[config.mk]
export PLATFORM = sky130hd
export DESIGN_NAME = fsm_traffic_timed
export DESIGN_NICKNAME = d
export VERILOG_FILES = /design/src/rtl/fsm_traffic_pkg.sv /design/src/rtl/fsm_traffic_timed_phase_timer.sv /design/src/rtl/fsm_traffic_timed.sv
export SDC_FILE = /design/constraint.sdc
export NUM_CORES = 1
export LEC_CHECK = 0
export ABC_AREA = 0
export BUFFER_PORTS_ARGS = -buffer_cell sky130_fd_sc_hd__buf_2
export CORE_MARGIN = 5
export CORE_UTILIZATION = 31
export DETAILED_ROUTE_END_ITERATION = 6
export PLACE_DENSITY = 0.59
export SETUP_SLACK_MARGIN = 0.05
export SKIP_LAST_GASP = 1
export SLEW_MARGIN = 10
export SYNTH_ARGS = -nofsm -noshare
export SYNTH_HDL_FRONTEND = slang
export SYNTH_SLANG_ARGS = --single-unit
[constraint.sdc]
create_clock -name clk -period 2.1 [get_ports clk]
set_input_delay 0.42 -clock clk [delete_from_list [all_inputs] [get_ports clk]]
set_output_delay 0.42 -clock clk [all_outputs]
set_load 0.01 [all_outputs]
[src/rtl/fsm_traffic_pkg.sv]
`default_nettype none
// ============================================================================
// Module : fsm_traffic_pkg
// Brief  : Light/state encodings and the state-to-lights decode shared by the
//          timed two-street traffic controller.
// Rev    : 1.0 - initial release
// ============================================================================
package fsm_traffic_pkg;

  localparam logic [1:0] GREEN  = 2'b00;
  localparam logic [1:0] YELLOW = 2'b01;
  localparam logic [1:0] RED    = 2'b10;

  typedef enum logic [2:0] {
    S_AG = 3'd0,  // A green,  B red
    S_AY = 3'd1,  // A yellow, B red
    S_AR = 3'd2,  // all red, handing over to B
    S_BG = 3'd3,  // B green,  A red
    S_BY = 3'd4,  // B yellow, A red
    S_BR = 3'd5   // all red, handing over to A
  } state_t;

  // Returns {La, Lb}; unused codes decode to all-red so the lights stay safe
  function automatic logic [3:0] lights_of(input state_t s);
    case (s)
      S_AG:    lights_of = {GREEN,  RED};
      S_AY:    lights_of = {YELLOW, RED};
      S_BG:    lights_of = {RED,    GREEN};
      S_BY:    lights_of = {RED,    YELLOW};
      default: lights_of = {RED,    RED};
    endcase
  endfunction

endpackage
`default_nettype wire

[src/rtl/fsm_traffic_timed_phase_timer.sv]
`default_nettype none
// ============================================================================
// Module : phase_timer
// Brief  : Saturating count of cycles spent in the current phase; cleared on
//          the edge the FSM changes state.
// Rev    : 1.0 - initial release
// ============================================================================
module phase_timer #(
  parameter int CNT_W = 4
) (
  input  logic             clk,
  input  logic             rstn,
  input  logic             clr,
  output logic [CNT_W-1:0] cnt
);

  localparam logic [CNT_W-1:0] CNT_MAX = '1;

  // Count up each cycle, restart on phase change, hold at full scale
  always_ff @(posedge clk) begin
    if (!rstn) begin
      cnt <= '0;
    end else if (clr) begin
      cnt <= '0;
    end else if (cnt != CNT_MAX) begin
      cnt <= cnt + 1'b1;
    end
  end

endmodule
`default_nettype wire

[src/rtl/fsm_traffic_timed.sv]
`default_nettype none
// ============================================================================
// Module : fsm_traffic_timed
// Brief  : Two-street traffic controller with parade mode, minimum green,
//          fixed yellow and all-red clearance timing. Moore outputs.
// Rev    : 1.0 - initial release
// ============================================================================
module fsm_traffic_timed
  import fsm_traffic_pkg::*;
#(
  parameter int CNT_W       = 4,
  parameter int MIN_GRN_CYC = 4,
  parameter int YEL_CYC     = 2,
  parameter int ALLRED_CYC  = 1
) (
  input  logic             clk,
  input  logic             rstn,
  input  logic             Ta,
  input  logic             Tb,
  input  logic             P,
  input  logic             R,
  output logic [1:0]       La,
  output logic [1:0]       Lb,
  output logic [2:0]       phase,
  output logic [CNT_W-1:0] cnt
);

  // Last count value of each phase (green uses it as a minimum)
  localparam logic [CNT_W-1:0] GRN_LAST = CNT_W'(MIN_GRN_CYC - 1);
  localparam logic [CNT_W-1:0] YEL_LAST = CNT_W'(YEL_CYC - 1);
  localparam logic [CNT_W-1:0] AR_LAST  = CNT_W'(ALLRED_CYC - 1);

  state_t state;
  state_t state_nxt;
  logic   mode;
  logic   state_chg;

  // Transition rules; parade mode pushes A out of green and pins B green
  always_comb begin
    state_nxt = state;
    case (state)
      S_AG: if (cnt >= GRN_LAST && (!Ta || mode))  state_nxt = S_AY;
      S_AY: if (cnt == YEL_LAST)                   state_nxt = S_AR;
      S_AR: if (cnt == AR_LAST)                    state_nxt = S_BG;
      S_BG: if (cnt >= GRN_LAST && !Tb && !mode)   state_nxt = S_BY;
      S_BY: if (cnt == YEL_LAST)                   state_nxt = S_BR;
      S_BR: if (cnt == AR_LAST)                    state_nxt = S_AG;
      default:                                     state_nxt = S_AG;
    endcase
  end

  assign state_chg = (state_nxt != state);

  // State register with lights and phase registered alongside it
  always_ff @(posedge clk) begin
    if (!rstn) begin
      state <= S_AG;
      La    <= GREEN;
      Lb    <= RED;
      phase <= 3'd0;
    end else begin
      state    <= state_nxt;
      {La, Lb} <= lights_of(state_nxt);
      phase    <= state_nxt;
    end
  end

  // Parade mode register: release has priority over request
  always_ff @(posedge clk) begin
    if (!rstn) begin
      mode <= 1'b0;
    end else if (R) begin
      mode <= 1'b0;
    end else if (P) begin
      mode <= 1'b1;
    end
  end

  phase_timer #(
    .CNT_W (CNT_W)
  ) u_phase_timer (
    .clk  (clk),
    .rstn (rstn),
    .clr  (state_chg),
    .cnt  (cnt)
  );

endmodule
`default_nettype wire

# ---- After elaboration in Yosys (flattened, before gate mapping)
# Cells that the tools add are included.
# Widths: inputs -> output; s select.
dict set report totals {
  ff_bits 12
  output_inout_bits 11
}
dict set report classes {
  eq_ne 11
  bitwise 1
  order_cmp 1
  addsub 1
  n_reduce_logical 12
  mux 8
}
# cell n
set op_table {}
lappend op_table {{$mux 3} 6}
lappend op_table {{$pmux 3 s6} 1}
lappend op_table {{$pmux 4 s4} 1}
lappend op_table {{$eq 3x2->1 const B} 3}
lappend op_table {{$eq 3x3->1 const B} 3}
lappend op_table {{$eq 3x1->1 const B} 2}
lappend op_table {{$logic_not 3->1} 2}
lappend op_table {{$add 4x1->4 const B} 1}
lappend op_table {{$eq 4x1->1 const B} 1}
lappend op_table {{$ge 4x2->1 const B} 1}
lappend op_table {{$logic_not 4->1} 1}
lappend op_table {{$ne 4x4->1 const B} 1}
lappend op_table {{$reduce_or 2->1} 2}
lappend op_table {{$logic_and 1x1->1} 3}
lappend op_table {{$logic_not 1->1} 3}
lappend op_table {{$ne 3x3->1} 1}
lappend op_table {{$logic_or 1x1->1} 1}
lappend op_table {{$not 1->1} 1}

# ---- Logic depth before layout (Yosys ltp)
dict set report depth {
  depth_word 7
  ltp_mapped 6
  depth_no_buf 6
}

# ---- Hierarchy
# Synthesis repeated with hierarchy kept, for this count alone.
dict set report hier_totals {
  hier_cells 74
  area_unflattened_um2 678.2
}
# mod cells_per_inst area_each_um2 instances
set by_module_without_submodules {}
lappend by_module_without_submodules {fsm_traffic_timed 54 475.5 1}
lappend by_module_without_submodules {phase_timer 20 202.7 1}

# ---- Least setup slack after synthesis
# Ideal clock, no wire load.
dict set report synth_path {
  path_type {register -> register}
  from {reg u_phase_timer.cnt[0]}
  to {reg state[0]}
  setup_time_ns 0.116
  arrival_ns 1.482
  synth_period_minus_slack_ns 1.598
  stages_incl_launch_ff 7
  required_ns 1.984
  n_path_buf 0
  slack_ns 0.502
  cell_sequence {dfxtp_1 > inv_1 > ha_1 > nor3b_2 > mux2i_2 > nand4b_4 > and2_2}
}
dict set report synth_via {
  elab_chain_cells 5
}
# item line_no
set synth_rtl {}
lappend synth_rtl {{from (decl)} fsm_traffic_timed_phase_timer.sv:14} ;# output logic [CNT_W-1:0] cnt
lappend synth_rtl {{from (signal assigned)} fsm_traffic_timed_phase_timer.sv:26} ;# cnt <= cnt + 1'b1;
lappend synth_rtl {{$ge 4x2->1} {fsm_traffic_timed.sv:42, fsm_traffic_timed.sv:45}}
lappend synth_rtl {{$logic_and 1x1->1 (2 in a row)} fsm_traffic_timed.sv:45} ;# S_BG: if (cnt >= GRN_LAST && !Tb && !mode) state_nxt = S_BY;
lappend synth_rtl {{$mux 3} fsm_traffic_timed.sv:45}
lappend synth_rtl {{$pmux 3 s6 (*)} fsm_traffic_timed.sv:41} ;# case (state)
lappend synth_rtl {{to (signal assigned)} fsm_traffic_timed.sv:62} ;# state <= state_nxt;
lappend synth_rtl {{to (decl)} fsm_traffic_timed.sv:33} ;# state_t state;
# Every way passes the cells marked *; elsewhere a longest branch is shown, timed or not.
# A chain may end at the register's enable or synchronous reset.

# ---- Worst setup path after layout
dict set report layout_path {
  from {reg u_phase_timer.cnt[1]}
  to {reg u_phase_timer.cnt[1]}
}
dict set report layout_via {
  elab_chain_cells 7
}
# item line_no
set layout_rtl {}
lappend layout_rtl {{$ge 4x2->1} {fsm_traffic_timed.sv:42, fsm_traffic_timed.sv:45}}
lappend layout_rtl {{$logic_and 1x1->1 (2 in a row)} fsm_traffic_timed.sv:45}
lappend layout_rtl {{$mux 3} fsm_traffic_timed.sv:45}
lappend layout_rtl {{$pmux 3 s6} fsm_traffic_timed.sv:41}
lappend layout_rtl {{$ne 3x3->1} fsm_traffic_timed.sv:52} ;# assign state_chg = (state_nxt != state);
lappend layout_rtl {{$reduce_or 2->1 (no line)} n/a}
# Parallel ways exist; a longest one is shown, timed or not.

==> out/results.txt <==
via/cell ratio: 5.034
RSZ-0062 raised after global routing: no
post-synthesis simple-gate area fraction: 0.2963
Async SR Flop Fraction: 0
I/O Buffers: 16
# clock sinks: 12
FF-to-FF Start: u_phase_timer.cnt[1]
Hold Path Class: in2reg
arrival time at the worst endpoint: 1.94 ns
Crit Path Category: reg2reg
first-pass GRT wire length: 2.546 mm
Root Buffer: clkbuf_4
synth warn: 0
Post-CTS Setup Inserts: 0
non-filler instance count after layout: 119
initial core utilization: 0.3296
Placement Rows: 17
worst reg2reg path depth: 6
sequential cell area: 240.2 um2
reg-to-reg slack, setup: 0.34 ns
status: finished, final reports clean
Critical path destination: u_phase_timer.cnt[1]
Final period util: 0.8371
synthesis-stage register bit count: 12
die area: 3477 um2
GPL Wtd Cong: 0.6982
CTS tree: yes
hold-critical path depth: 2
Synth Net Count: 84
Least-Margin Pin Slew: 0.4967 ns
DP Wirelength: 1.194 mm
setup ws final: 0.3420 ns
Unique masters post-synth: 38
Post-Syn Instances: 75
clk_lat worst skew: 0.27 ns
Core ar.: 2255 um2
Final Hold Fails: 0
CTS max path bufs: 2
CP Launch Point: u_phase_timer.cnt[1]
Setup Total Neg Slack: 0 ns
# Max-Cap Violations: 0
Ports: 17
highest clock rate: 0.5688 GHz
sequential fraction of the synthesis area: 0.3232
First-pass DRT Iterations: 4
post-synthesis xor/xnor area fraction: 0.01178
Tmin final: 1.758 ns
Max Fanout on Critical Path: 7
Post-Route Skew: 0.004239 ns
relative slew slack: 0.6658
Lkg Pwr: 0.3749 nW
Critical Path RT: 2.28 ns
ant diodes: 0
NumNets Final: 101
most common flop cell mapped by yosys: dfxtp_1
antenna viol nets, final: 0
layout cells sized above 1: 0.3516
CTS buffer count: 3
Worst setup SP type: flop
EDFF count, synth: 0
GR Util All Layers: 0.09789
fill count: 255
synthesized area: 743.2 um2
Post-Synth Adder-Cell Area: 0.05051
post-CTS sizing: 0
hold buffers post-CTS: 0
post-synthesis mux area share: 0.07239
Vias: 599
Cell Pwr Density: 1123 nW/um2
Slew Limit Fails: 0
GRT overflow: 0
post-DR wirelength/cell: 12.85 um
Place WS: 0.3247 ns
Max VDD drop: 498.7 uV
DRC Markers: 0
Crit. End Element: flop
post-synthesis to final-layout area growth: 15.66%
initial antenna violation count: 0
Detailed Route Iter0 Violations: 6
Syn Area/Cell: 9.910 um2
placed instance count: 115
Compound-Gate Fraction of Synth Area: 0.1684
Die Y: 58.97 um
vias in the first global route: 567
RR Endpoint: u_phase_timer.cnt[1]
largest net degree at the start of global routing: 14
final wirelength: 1.529 mm
H-Tree Depth: 1
Clock Pin Slew Worst Setup and Hold Paths: 0.07 ns
largest family of logic cells by synthesized area: simple AND/OR/NAND/NOR gates
chip width: 58.97 um
area occupied by multi-input gates: 445.4 um2
final setup violation count: 0
[state kept, by name, indices dropped and copies added (netlist names)]
name / cells
u_phase_timer.cnt: 4
state: 3
Lb: 2
mode: 1
La: 2
[synthesized netlist by cell type (all sizes together), types with 2 or more instances]
master | n | area, um2
dfxtp | 12 | 240.2
inv | 6 | 22.52
mux2i | 5 | 53.80
a211oi | 4 | 30.03
buf | 4 | 35.03
nor2 | 4 | 15.01
nor3 | 4 | 31.28
ha | 3 | 37.54
nand3 | 3 | 15.01
nor3b | 3 | 32.53
o21ai | 3 | 15.01
a21oi | 2 | 10.01
nand3b | 2 | 15.01
or2b | 2 | 16.27
or3b | 2 | 17.52
[worst max-delay path, cell delays in order (launching register included)]
cell and delay [ns]:
dfxtp_1 0.35, inv_1 0.10, ha_1 0.18, nor3b_2 0.27
mux2i_2 0.33, nand4b_4 0.18, a211oi_1 0.26
[logic make-up (layout without fill, tap and decap cells)]
family          after synthesis  in the layout
xor+xnor                      1              1
buf+inv                      10             26
simple gates                 29             29
flops                        12             12
fa+ha+maj                     3              3
mux                           5              5
compound gates               15             15
[cell type report]
| class | instances | area share |
|---|---|---|
| clock buffers | 4 | 0.04221 |
| flip-flops and latches | 12 | 0.2795 |
| inverters | 6 | 0.02620 |
| repair buffers | 16 | 0.09316 |
| well taps | 28 | 0.04076 |
| multi-input cells | 53 | 0.5182 |
[report_power, final]
group          internal, W  switching (W)  total [W]  leakage, nW
sequential        0.000278      0.0000818   0.000360       0.0979
clock             0.000105      0.0000737   0.000179       0.0210
combinational     0.000206       0.000220   0.000426        0.256
[metal layers]
layer  GRT usage  up-vias  wire length (um)
met5           0        -                 0
met4     0.08738        0                27
met3     0.01754        2                23
met2      0.1530       10               760
met1      0.1124      281               717
li1            -      306                 -
[layout by cell type, fill, tap and decap left out, types with 2 or more instances in the layout]
cell      Yosys  layout
nand3b_1      2       2
buf_2         1      16
a21oi_1       2       2
dfxtp_1      12      12
nor3b_2       2       2
mux2i_1       4       4
inv_1         6       6
clkbuf_4      0       3
nor3_1        3       3
a211oi_1      4       4
o21ai_0       3       3
ha_1          3       3
nor2_1        4       4
nand3_1       3       3
[metrics by stage]
step | hold slack, ns | cell area [um2] | utilization | total power (W)
floorplan | 0.4993 | 743.2 | - | 0.0006988
global placement | 0.5498 | 823.3 | 0.3652 | 0.0007884
detailed placement | 0.5578 | 823.3 | 0.3652 | 0.0007989
CTS | 0.2921 | 859.6 | 0.3812 | 0.0009844
global route | 0.2830 | 859.6 | 0.3812 | 0.001046
finish | 0.3045 | 859.6 | 0.3812 | 0.0009654
[worst min path at each step]
stage               slack [ns]    to  startpoint
global placement          0.55  mode        mode
CTS                       0.29  mode           R
global route              0.28  mode           R
floorplan                 0.50  mode           R
finish                    0.30  mode           R
detailed placement        0.56  mode        mode
(Power assumes the default switching activity.)
